$ cat config.mk
export PLATFORM = sky130hd
export DESIGN_NAME = vmem_port_arbiter
export DESIGN_NICKNAME = d
export VERILOG_FILES = /design/src/rtl/vmem_arb_pkg.sv /design/src/rtl/vmem_id_fifo.sv /design/src/rtl/vmem_port_arbiter.sv
export SDC_FILE = /design/constraint.sdc
export NUM_CORES = 1
export LEC_CHECK = 0
export BUFFER_PORTS_ARGS = -buffer_cell sky130_fd_sc_hd__buf_2
export CORE_AREA = 4 4 582 584
export DETAILED_ROUTE_END_ITERATION = 16
export DIE_AREA = 0 0 586 588
export SLEW_MARGIN = 0
export SYNTH_ARGS = -nofsm -noshare
export SYNTH_HDL_FRONTEND = slang
export SYNTH_HIERARCHICAL = 1
export SYNTH_SLANG_ARGS = --single-unit
$ cat constraint.sdc
create_clock -name clk -period 6.5 [get_ports clk]
set_input_delay 0.65 -clock clk [delete_from_list [all_inputs] [get_ports clk]]
set_output_delay 0.65 -clock clk [all_outputs]
set_load 0.02 [all_outputs]
$ cat src/rtl/vmem_arb_pkg.sv
// Shared types and constants for the vector-memory / scalar-LSU cache port arbiter.
package vmem_arb_pkg;

  localparam int REQ_W_DEF     = 256 + 64;
  localparam int RESP_W_DEF    = 256 + 8;
  localparam int MAX_OUTST_DEF = 4;
  localparam int OUTST_W       = $clog2(MAX_OUTST_DEF) + 1;

  typedef enum logic {
    REQ_SCALAR = 1'b0,
    REQ_VECTOR = 1'b1
  } req_id_e;

  typedef enum logic {
    LOCK_IDLE = 1'b0,
    LOCK_HELD = 1'b1
  } lock_state_e;

  function automatic req_id_e other_id(input req_id_e id);
    return (id == REQ_SCALAR) ? REQ_VECTOR : REQ_SCALAR;
  endfunction

endpackage

$ cat src/rtl/vmem_id_fifo.sv
// Small FIFO of requester IDs for responses still owed by the cache.
// It exposes its occupancy so the arbiter can report how many responses are in flight.
module vmem_id_fifo #(
  parameter int DEPTH = 4,
  parameter int DW    = 1
) (
  input  logic                     clk,
  input  logic                     rst_n,
  input  logic                     i_push,
  input  logic [DW-1:0]            i_wdata,
  input  logic                     i_pop,
  output logic [DW-1:0]            o_rdata,
  output logic                     o_full,
  output logic                     o_empty,
  output logic [$clog2(DEPTH):0]   o_count
);

  localparam int PW = $clog2(DEPTH);
  localparam logic [PW-1:0] PTR_ONE  = PW'(1);
  localparam logic [PW:0]   CNT_ONE  = (PW+1)'(1);
  localparam logic [PW:0]   CNT_FULL = (PW+1)'(DEPTH);

  logic [DW-1:0] r_mem [DEPTH];
  logic [PW-1:0] r_wptr;
  logic [PW-1:0] r_rptr;
  logic [PW:0]   r_count;
  logic          w_push;
  logic          w_pop;

  assign o_full  = (r_count == CNT_FULL);
  assign o_empty = (r_count == '0);
  assign o_count = r_count;
  assign o_rdata = r_mem[r_rptr];

  // A push at full is only accepted alongside a pop, which frees the slot being written.
  assign w_pop  = i_pop & ~o_empty;
  assign w_push = i_push & (~o_full | w_pop);

  always_ff @(posedge clk or negedge rst_n) begin
    if (!rst_n) begin
      r_wptr <= '0;
      r_rptr <= '0;
    end else begin
      if (w_push) r_wptr <= r_wptr + PTR_ONE;
      if (w_pop)  r_rptr <= r_rptr + PTR_ONE;
    end
  end

  always_ff @(posedge clk or negedge rst_n) begin
    if (!rst_n) begin
      r_count <= '0;
    end else begin
      case ({w_push, w_pop})
        2'b10:   r_count <= r_count + CNT_ONE;
        2'b01:   r_count <= r_count - CNT_ONE;
        default: r_count <= r_count;
      endcase
    end
  end

  always_ff @(posedge clk or negedge rst_n) begin
    if (!rst_n) begin
      for (int i = 0; i < DEPTH; i++) r_mem[i] <= '0;
    end else if (w_push) begin
      r_mem[r_wptr] <= i_wdata;
    end
  end

endmodule

$ cat src/rtl/vmem_port_arbiter.sv
// Round-robin arbiter sharing the L1 data-cache port between the scalar LSU (0) and the
// vector memory unit (1); responses are steered back in request order via an ID FIFO.
module vmem_port_arbiter
  import vmem_arb_pkg::*;
#(
  parameter int REQ_W     = REQ_W_DEF,
  parameter int RESP_W    = RESP_W_DEF,
  parameter int MAX_OUTST = MAX_OUTST_DEF
) (
  input  logic                          clk,
  input  logic                          rst_n,
  input  logic                          req0_valid_i,
  input  logic [REQ_W-1:0]              req0_data_i,
  input  logic                          req0_resp_exp_i,
  output logic                          req0_ready_o,
  input  logic                          req1_valid_i,
  input  logic [REQ_W-1:0]              req1_data_i,
  input  logic                          req1_resp_exp_i,
  output logic                          req1_ready_o,
  output logic                          mem_req_valid_o,
  output logic [REQ_W-1:0]              mem_req_o,
  input  logic                          cache_ready_i,
  input  logic                          mem_resp_valid_i,
  input  logic [RESP_W-1:0]             mem_resp_i,
  output logic                          resp0_valid_o,
  output logic                          resp1_valid_o,
  output logic [RESP_W-1:0]             resp_o,
  output logic [$clog2(MAX_OUTST):0]    outstanding_o,
  output logic                          idle_o,
  output logic                          err_o
);

  localparam int CNT_W = $clog2(MAX_OUTST) + 1;

  lock_state_e       r_lock_state;
  lock_state_e       w_lock_state_nxt;
  req_id_e           r_lock_id;
  req_id_e           w_lock_id_nxt;
  req_id_e           r_rr_last;
  req_id_e           w_grant;
  logic              w_gnt_valid;
  logic              w_gnt_exp;
  logic              w_can_issue;
  logic              w_hs;
  logic              w_push;
  logic              w_pop;
  logic              w_fifo_full;
  logic              w_fifo_empty;
  logic [0:0]        w_fifo_wdata;
  logic [0:0]        w_head;
  logic [CNT_W-1:0]  w_count;
  logic              r_resp0_valid;
  logic              r_resp1_valid;
  logic [RESP_W-1:0] r_resp_data;
  logic              r_err;

  always_ff @(posedge clk or negedge rst_n) begin
    if (!rst_n) begin
      r_lock_state <= LOCK_IDLE;
      r_lock_id    <= REQ_SCALAR;
    end else begin
      r_lock_state <= w_lock_state_nxt;
      r_lock_id    <= w_lock_id_nxt;
    end
  end

  // The lock keeps the cache-port payload stable until the stalled request is taken;
  // a requester that withdraws while locked simply releases the lock.
  always_comb begin
    w_lock_state_nxt = r_lock_state;
    w_lock_id_nxt    = r_lock_id;
    case (r_lock_state)
      LOCK_IDLE: begin
        if (mem_req_valid_o && !cache_ready_i) begin
          w_lock_state_nxt = LOCK_HELD;
          w_lock_id_nxt    = w_grant;
        end
      end
      LOCK_HELD: begin
        if (w_hs || !w_gnt_valid) w_lock_state_nxt = LOCK_IDLE;
      end
      default: w_lock_state_nxt = LOCK_IDLE;
    endcase
  end

  always_comb begin
    w_grant = REQ_SCALAR;
    if (r_lock_state == LOCK_HELD) begin
      w_grant = r_lock_id;
    end else if (req0_valid_i && req1_valid_i) begin
      w_grant = other_id(r_rr_last);
    end else if (req1_valid_i) begin
      w_grant = REQ_VECTOR;
    end
  end

  always_comb begin
    w_gnt_valid = req0_valid_i;
    w_gnt_exp   = req0_resp_exp_i;
    mem_req_o   = req0_data_i;
    if (w_grant == REQ_VECTOR) begin
      w_gnt_valid = req1_valid_i;
      w_gnt_exp   = req1_resp_exp_i;
      mem_req_o   = req1_data_i;
    end
  end

  // Stores never occupy a FIFO slot, so they may still issue while the FIFO is full.
  assign w_can_issue     = ~(w_gnt_exp & w_fifo_full);
  assign mem_req_valid_o = w_gnt_valid & w_can_issue;
  assign req0_ready_o    = (w_grant == REQ_SCALAR) & w_can_issue & cache_ready_i;
  assign req1_ready_o    = (w_grant == REQ_VECTOR) & w_can_issue & cache_ready_i;
  assign w_hs            = mem_req_valid_o & cache_ready_i;

  always_ff @(posedge clk or negedge rst_n) begin
    if (!rst_n) begin
      r_rr_last <= REQ_VECTOR;
    end else if (w_hs) begin
      r_rr_last <= w_grant;
    end
  end

  assign w_push       = w_hs & w_gnt_exp;
  assign w_pop        = mem_resp_valid_i & ~w_fifo_empty;
  assign w_fifo_wdata = w_grant;

  vmem_id_fifo #(
    .DEPTH (MAX_OUTST),
    .DW    (1)
  ) u_id_fifo (
    .clk     (clk),
    .rst_n   (rst_n),
    .i_push  (w_push),
    .i_wdata (w_fifo_wdata),
    .i_pop   (w_pop),
    .o_rdata (w_head),
    .o_full  (w_fifo_full),
    .o_empty (w_fifo_empty),
    .o_count (w_count)
  );

  // The pop reads the head as it stood before this cycle's push, so a response is
  // never routed to the request issued in the same cycle.
  always_ff @(posedge clk or negedge rst_n) begin
    if (!rst_n) begin
      r_resp0_valid <= 1'b0;
      r_resp1_valid <= 1'b0;
      r_resp_data   <= '0;
    end else if (w_pop) begin
      r_resp0_valid <= (w_head == REQ_SCALAR);
      r_resp1_valid <= (w_head == REQ_VECTOR);
      r_resp_data   <= mem_resp_i;
    end else begin
      r_resp0_valid <= 1'b0;
      r_resp1_valid <= 1'b0;
    end
  end

  always_ff @(posedge clk or negedge rst_n) begin
    if (!rst_n) begin
      r_err <= 1'b0;
    end else if (mem_resp_valid_i && w_fifo_empty) begin
      r_err <= 1'b1;
    end
  end

  assign resp0_valid_o = r_resp0_valid;
  assign resp1_valid_o = r_resp1_valid;
  assign resp_o        = r_resp_data;
  assign err_o         = r_err;
  assign outstanding_o = w_count;
  assign idle_o        = ~req0_valid_i & ~req1_valid_i & (w_count == '0) &
                         ~r_resp0_valid & ~r_resp1_valid;

endmodule

# Word level (Yosys, flattened, before mapping)
# Cells that the tools add are included.
# word_totals
ff_bits,281
input_bits,912
word_cells,81
# op_classes
n_addsub,4
order_cmp,3
n_eq_ne,3
mux,19
bitwise,28
reduce_logical,10
# ops
op,n
two-way mux 320 bit,1
AND 1 bit,15
two-way mux 1 bit,13
inverter 1 bit,10
">= comparator 3 bit, second input constant",2
inverter 2 -> 3 bit,2
case mux 3 bit (2 select lines),1
"adder 2 x 1 -> 2 bit, second input constant",2
bitwise mux 4 bit,1
logical AND 1 bit,4
"adder 3 x 1 -> 3 bit, second input constant",1
"== test 3 bit, second input constant",1
zero test 3 bit,1
"less-than comparator 3 x 1 -> 1 bit, second input constant",1
"subtractor 3 x 1 -> 3 bit, second input constant",1
binary-select mux 1 bit (select 2 bit),1
demux 1 bit (select 2 bit),1
"== test 2 x 1 -> 1 bit, second input constant",1
"== test 2 bit, second input constant",1
zero test 1 bit,2
case mux 1 bit (2 select lines),1
AND reduction 2 bit,1
nonzero test 2 bit,1
logical OR 1 bit,1
OR 1 bit,1

# Depth between registers and ports, before layout
# depth
depth_word,12
mapped_depth,13
depth_no_buf,12

# Hierarchy
# The synthesis kept the hierarchy.
# modules_own_cells
module,instances,cells_per_inst,area_per_inst_um2
vmem_port_arbiter,1,1629,14077.3
vmem_id_fifo,1,50,618.1

# Worst setup path after synthesis
# No wires, ideal clock.
# synth_path
kind,input -> register
startpoint,in req1_valid_i
endpoint,"reg u_id_fifo.r_count[2], in the netlist u_id_fifo/o_count[2]"
arrival_time_ns,2.744
required_time_ns,6.365
setup_slack_ns,3.621
cell_stages,13
n_path_buf,1
path_cell_list,a21boi_2 a21boi_4 inv_2 buf_2 nand2_1 a2111oi_2 nand2b_4 ha_1 inv_1 fa_1 xor2_1 nor2_1 xor2_1
# synth_between
elab_chain_len,12
word_cells_on_any_way,16
cone_classes,eq/ne: 2; mux: 6; bitwise: 6; reduce/logical: 2
# synth_rtl
element,line_no,rtl
start: declaration,vmem_port_arbiter.sv:16,"input logic req1_valid_i,"
two-way mux 1 bit or logical AND 1 bit (tied branches),"vmem_port_arbiter.sv:92, vmem_port_arbiter.sv:90",
two-way mux 1 bit,vmem_port_arbiter.sv:90,end else if (req0_valid_i && req1_valid_i) begin
two-way mux 1 bit,vmem_port_arbiter.sv:88,if (r_lock_state == LOCK_HELD) begin
two-way mux 1 bit,vmem_port_arbiter.sv:101,if (w_grant == REQ_VECTOR) begin
AND 1 bit,vmem_port_arbiter.sv:109,assign w_can_issue = ~(w_gnt_exp & w_fifo_full);
inverter 1 bit,vmem_port_arbiter.sv:109,
AND 1 bit,vmem_port_arbiter.sv:110,assign mem_req_valid_o = w_gnt_valid & w_can_issue;
AND 1 bit,vmem_port_arbiter.sv:113,assign w_hs = mem_req_valid_o & cache_ready_i;
AND 1 bit *,vmem_port_arbiter.sv:123,assign w_push = w_hs & w_gnt_exp;
named net w_push,vmem_port_arbiter.sv:45,logic w_push;
AND 1 bit *,vmem_id_fifo.sv:37,assign w_push = i_push & (~o_full | w_pop);
== test 2 x 1 -> 1 bit or == test 2 bit (tied branches),vmem_id_fifo.sv:53,"case ({w_push, w_pop})"
case mux 3 bit (2 select lines) or nonzero test 2 bit (tied branches),-,
end signal: assignment,vmem_id_fifo.sv:54,2'b10: r_count <= r_count + CNT_ONE;
end signal: assignment,vmem_id_fifo.sv:55,2'b01: r_count <= r_count - CNT_ONE;
end signal: assignment,vmem_id_fifo.sv:56,default: r_count <= r_count;
end: declaration,vmem_id_fifo.sv:26,logic [PW:0] r_count;
# The timed path passes the listed nets; every way through them passes the cells marked *.
# A chain may end at the register's enable or synchronous reset.

# Worst setup path in the final report
# layout_path
startpoint,reg r_rr_last
endpoint,out mem_req_o[211]
# layout_between
elab_chain_len,4
# layout_rtl
element,line_no,rtl
start: declaration,vmem_port_arbiter.sv:39,req_id_e r_rr_last;
start signal: assignment,vmem_port_arbiter.sv:119,r_rr_last <= w_grant;
two-way mux 1 bit,vmem_arb_pkg.sv:20,return (id == REQ_SCALAR) ? REQ_VECTOR : REQ_SCALAR;
two-way mux 1 bit,vmem_port_arbiter.sv:90,
two-way mux 1 bit,vmem_port_arbiter.sv:88,
two-way mux 320 bit,vmem_port_arbiter.sv:101,
end: declaration,vmem_port_arbiter.sv:21,"output logic [REQ_W-1:0] mem_req_o,"
# No other way between the ends.

==> run_results.csv <==
group,metric,value,unit
worst_setup_path,startpoint_type,"flip-flop",
detailed_routing,post-route-drc-count,0,
worst_setup_path,path_buf_inv,3,
global_route,grtUsageMet2,24.3,%
hold_path,hp-class,"primary input to async pin",
sta,rsz0062_at_grt,"false",
die,num_rows,212,
worst_setup_path,cp.required,5.85,ns
detailed_routing,drtPass1Iterations,7,
clock_tree,cts_tree,"built",
worst_setup_path,path_delay_family,"buffers and inverters",
detailed_routing,wl_per_cell,34.8,um
placed_design,port_buffers,1505,
clock_tree,cts.reportedPaths.clkPinSlew,0.06,ns
cells_and_area,syn_to_final_growth,98.2,%
worst_setup_path,r2r-start,"u_id_fifo/o_count[1]",
worst_setup_path,crit_fanout,97,
worst_setup_path,arrival,3.91,ns
synthesis,syn_inst,1679,
die,io_pins,1506,
cells_and_area,final_common_cell,"buf_2",
worst_setup_path,critical_path.cell_chain,"a21boi_2 -> a21boi_4 -> buf_12 -> buf_4 -> nand2_1 -> nand2_1 -> buf_2",
worst_setup_path,reg2reg_to,"u_id_fifo/o_count[2]",
detailed_routing,drt_iter0_drc,2019,
synthesis,syn-num-nets,2597,
synthesis,yosys_warnings,6,
clock_tree,cts_resized,0,
detailed_routing,vias_per_cell,2.77,
clock_tree,hold_buffers,0,
global_route,grt_pass1_vias,19800,
worst_setup_path,reg2reg_slack,2.88,ns
sta,fin_setup_tns,0,ns
cells_and_area,drive_gt1_share,58.8,%
die,dieWidth,586,um
placed_design,place_inst,7488,
placed_design,routabilityCongestion,1.21,
cells_and_area,fin_util,8.74,%
global_route,use_met1,13.3,%
cells_and_area,nNetsFinal,4059,
sta,final_max_slew_viol_count,0,
pwr,irDropWorstVdd,0.842,mV
die,start_util,4.41,%
cells_and_area,instances_no_fill,7727,
sta,layout_min_cycle_time,4.56,ns
synthesis,synth_flop_cell,"dfrtp_1",
clock_tree,cts_buffers,38,
detailed_routing,routed_wl,269,mm
die,die_h,588,um
synthesis,synth-edff-count,0,
global_route,grt_max_degree,135,
global_route,use_met3,11.9,%
global_route,antenna_found_initial,409,
detailed_routing,postRouteAntennaNets,0,
worst_setup_path,slowest_delay,0.89,ns
sta,tightest_slew,1.23,ns
sta,hold_viol,0,
clock_tree,ctsHtreeMaxLevel,2,
worst_setup_path,worst-setup-path-type,"flip-flop to primary output",
synthesis,seq_area_frac_synth,47.9,%
clock_tree,insertion_delay,0.62,ns
global_route,grt_pass1_wl,308,mm
sta,fmax,219,MHz
job,maxCapViolations,0,
pwr,fin_total_pwr,12.8,mW
synthesis,synth_seq_cells,281,
pwr,power_density,441,nW/um^2
sta,setup_viol,0,
synthesis,ys_async_sr_fraction,100,%
cells_and_area,final_cell_mix,"buf_2 (1504), nand2_1 (969), dfrtp_1 (280), mux2_2 (264), clkbuf_16 (39)",
worst_setup_path,path_common_cell,"nand2_1",
clock_tree,cts-root-buf,"clkbuf_16",
global_route,grt-ovfl-total,0,
synthesis,synth_cell_types,40,
sta,fin_crit_sh,70.2,%
sta,fin_skew,0.0236,ns
die,die-area,345000,um^2
worst_setup_path,crit_slowest_cell,"buf_4",
pwr,p_leak,14.1,nW
synthesis,syn_area_per_cell,8.75,um^2
clock_tree,clock_path_buffers,3,
clock_tree,numClockSinks,281,
sta,slew-limit-headroom,18.1,%
worst_setup_path,endpoint_kind,"primary output",
placed_design,dpl.hpwl,247,mm
die,core_area,333000,um^2
worst_setup_path,reg2reg_depth,11,
outcome,outcome,"completed",
detailed_routing,vias,21400,
global_route,busiest_layer,"met2",
synthesis,syn_area,14700,um^2
clock_tree,post-cts-setup-buffers,0,
global_route,grt_use_total,14.8,%
## state kept, by name, indices dropped and copies added, names as in the netlist
name	cells
err_o	1
r_lock_id	1
r_lock_state	1
r_rr_last	1
resp0_valid_o	1
resp1_valid_o	1
resp_o	264
u_id_fifo/o_count	3
u_id_fifo/r_mem	4
u_id_fifo/r_rptr	2
u_id_fifo/r_wptr	2
## where the power goes
part	total (mW)	internal, mW	switching [mW]	leakage [nW]
logic	7.95	1.94	6.01	10.2
registers	2.61	2.32	0.299	3.28
clock network	2.26	1.29	0.972	0.626
total	12.8	5.54	7.29	14.1
## how the worst max path moves through the flow
stage,start,to,cells past startpoint
2_1_floorplan,req1_valid_i,u_id_fifo/o_count[2],13
5_1_grt,r_rr_last,mem_req_o[153],7
3_3_place_gp,req1_valid_i,mem_req_o[153],8
3_5_place_dp,req1_valid_i,mem_req_o[153],8
6_report,r_rr_last,mem_req_o[211],7
4_1_cts,r_rr_last,mem_req_o[153],7
## cell type report
type | count | area, um^2
diodes | 171 | 428
clock buffers | 49 | 1060
clock inverters | 19 | 215
fillers | 39100 | 304000
inverters | 10 | 45.0
multi-input cells | 1287 | 7130
flip-flops and latches | 281 | 7030
well taps | 4387 | 5490
repair buffers | 1523 | 7710
## logic make-up after synthesis
logic type | Yosys count | share of synthesized area, %
simple gates | 987 | 25.6
flops | 281 | 47.9
mux | 272 | 21.0
buf+inv | 111 | 3.64
compound gates | 16 | 1.06
xor+xnor | 6 | 0.358
fa+ha+maj | 6 | 0.562
## layer usage
layer	share of wire, %	vias up	wire [um]
met3	18	876	48300
met4	4.7	186	12600
met2	46	2062	123000
met1	31	9799	82800
met5	0.61	-	1630
li1	-	8461	-
## stage by stage
stage | setup WS, ns | instance area (um^2) | hold WS [ns]
5_1_grt | 1.75 | 29000 | 0.0300
3_3_place_gp | 2.16 | 27400 | 0.468
4_1_cts | 1.85 | 28700 | 0.00375
6_report | 1.94 | 29100 | 0.0138
2_1_floorplan | 3.62 | 14700 | 0.354
3_5_place_dp | 2.21 | 27400 | 0.473
## cell usage after synthesis, types with 2 or more instances
library cell	n	area [um^2]
nor2b_1	2	12.5
buf_1	4	15.0
xnor2_1	3	26.3
buf_4	12	90.1
inv_1	9	33.8
a211oi_1	2	15.0
mux2_1	4	45.0
mux2_2	264	2970
o2bb2ai_1	2	17.5
xor2_1	3	26.3
ha_1	5	62.6
nor3_1	3	15.0
dfrtp_1	280	7010
mux2_4	2	30.0
a21o_1	2	15.0
nor2_1	7	26.3
clkbuf_1	26	97.6
buf_2	59	295
nand2_1	969	3640
No activity file was read; power rests on OpenSTA's default activity.
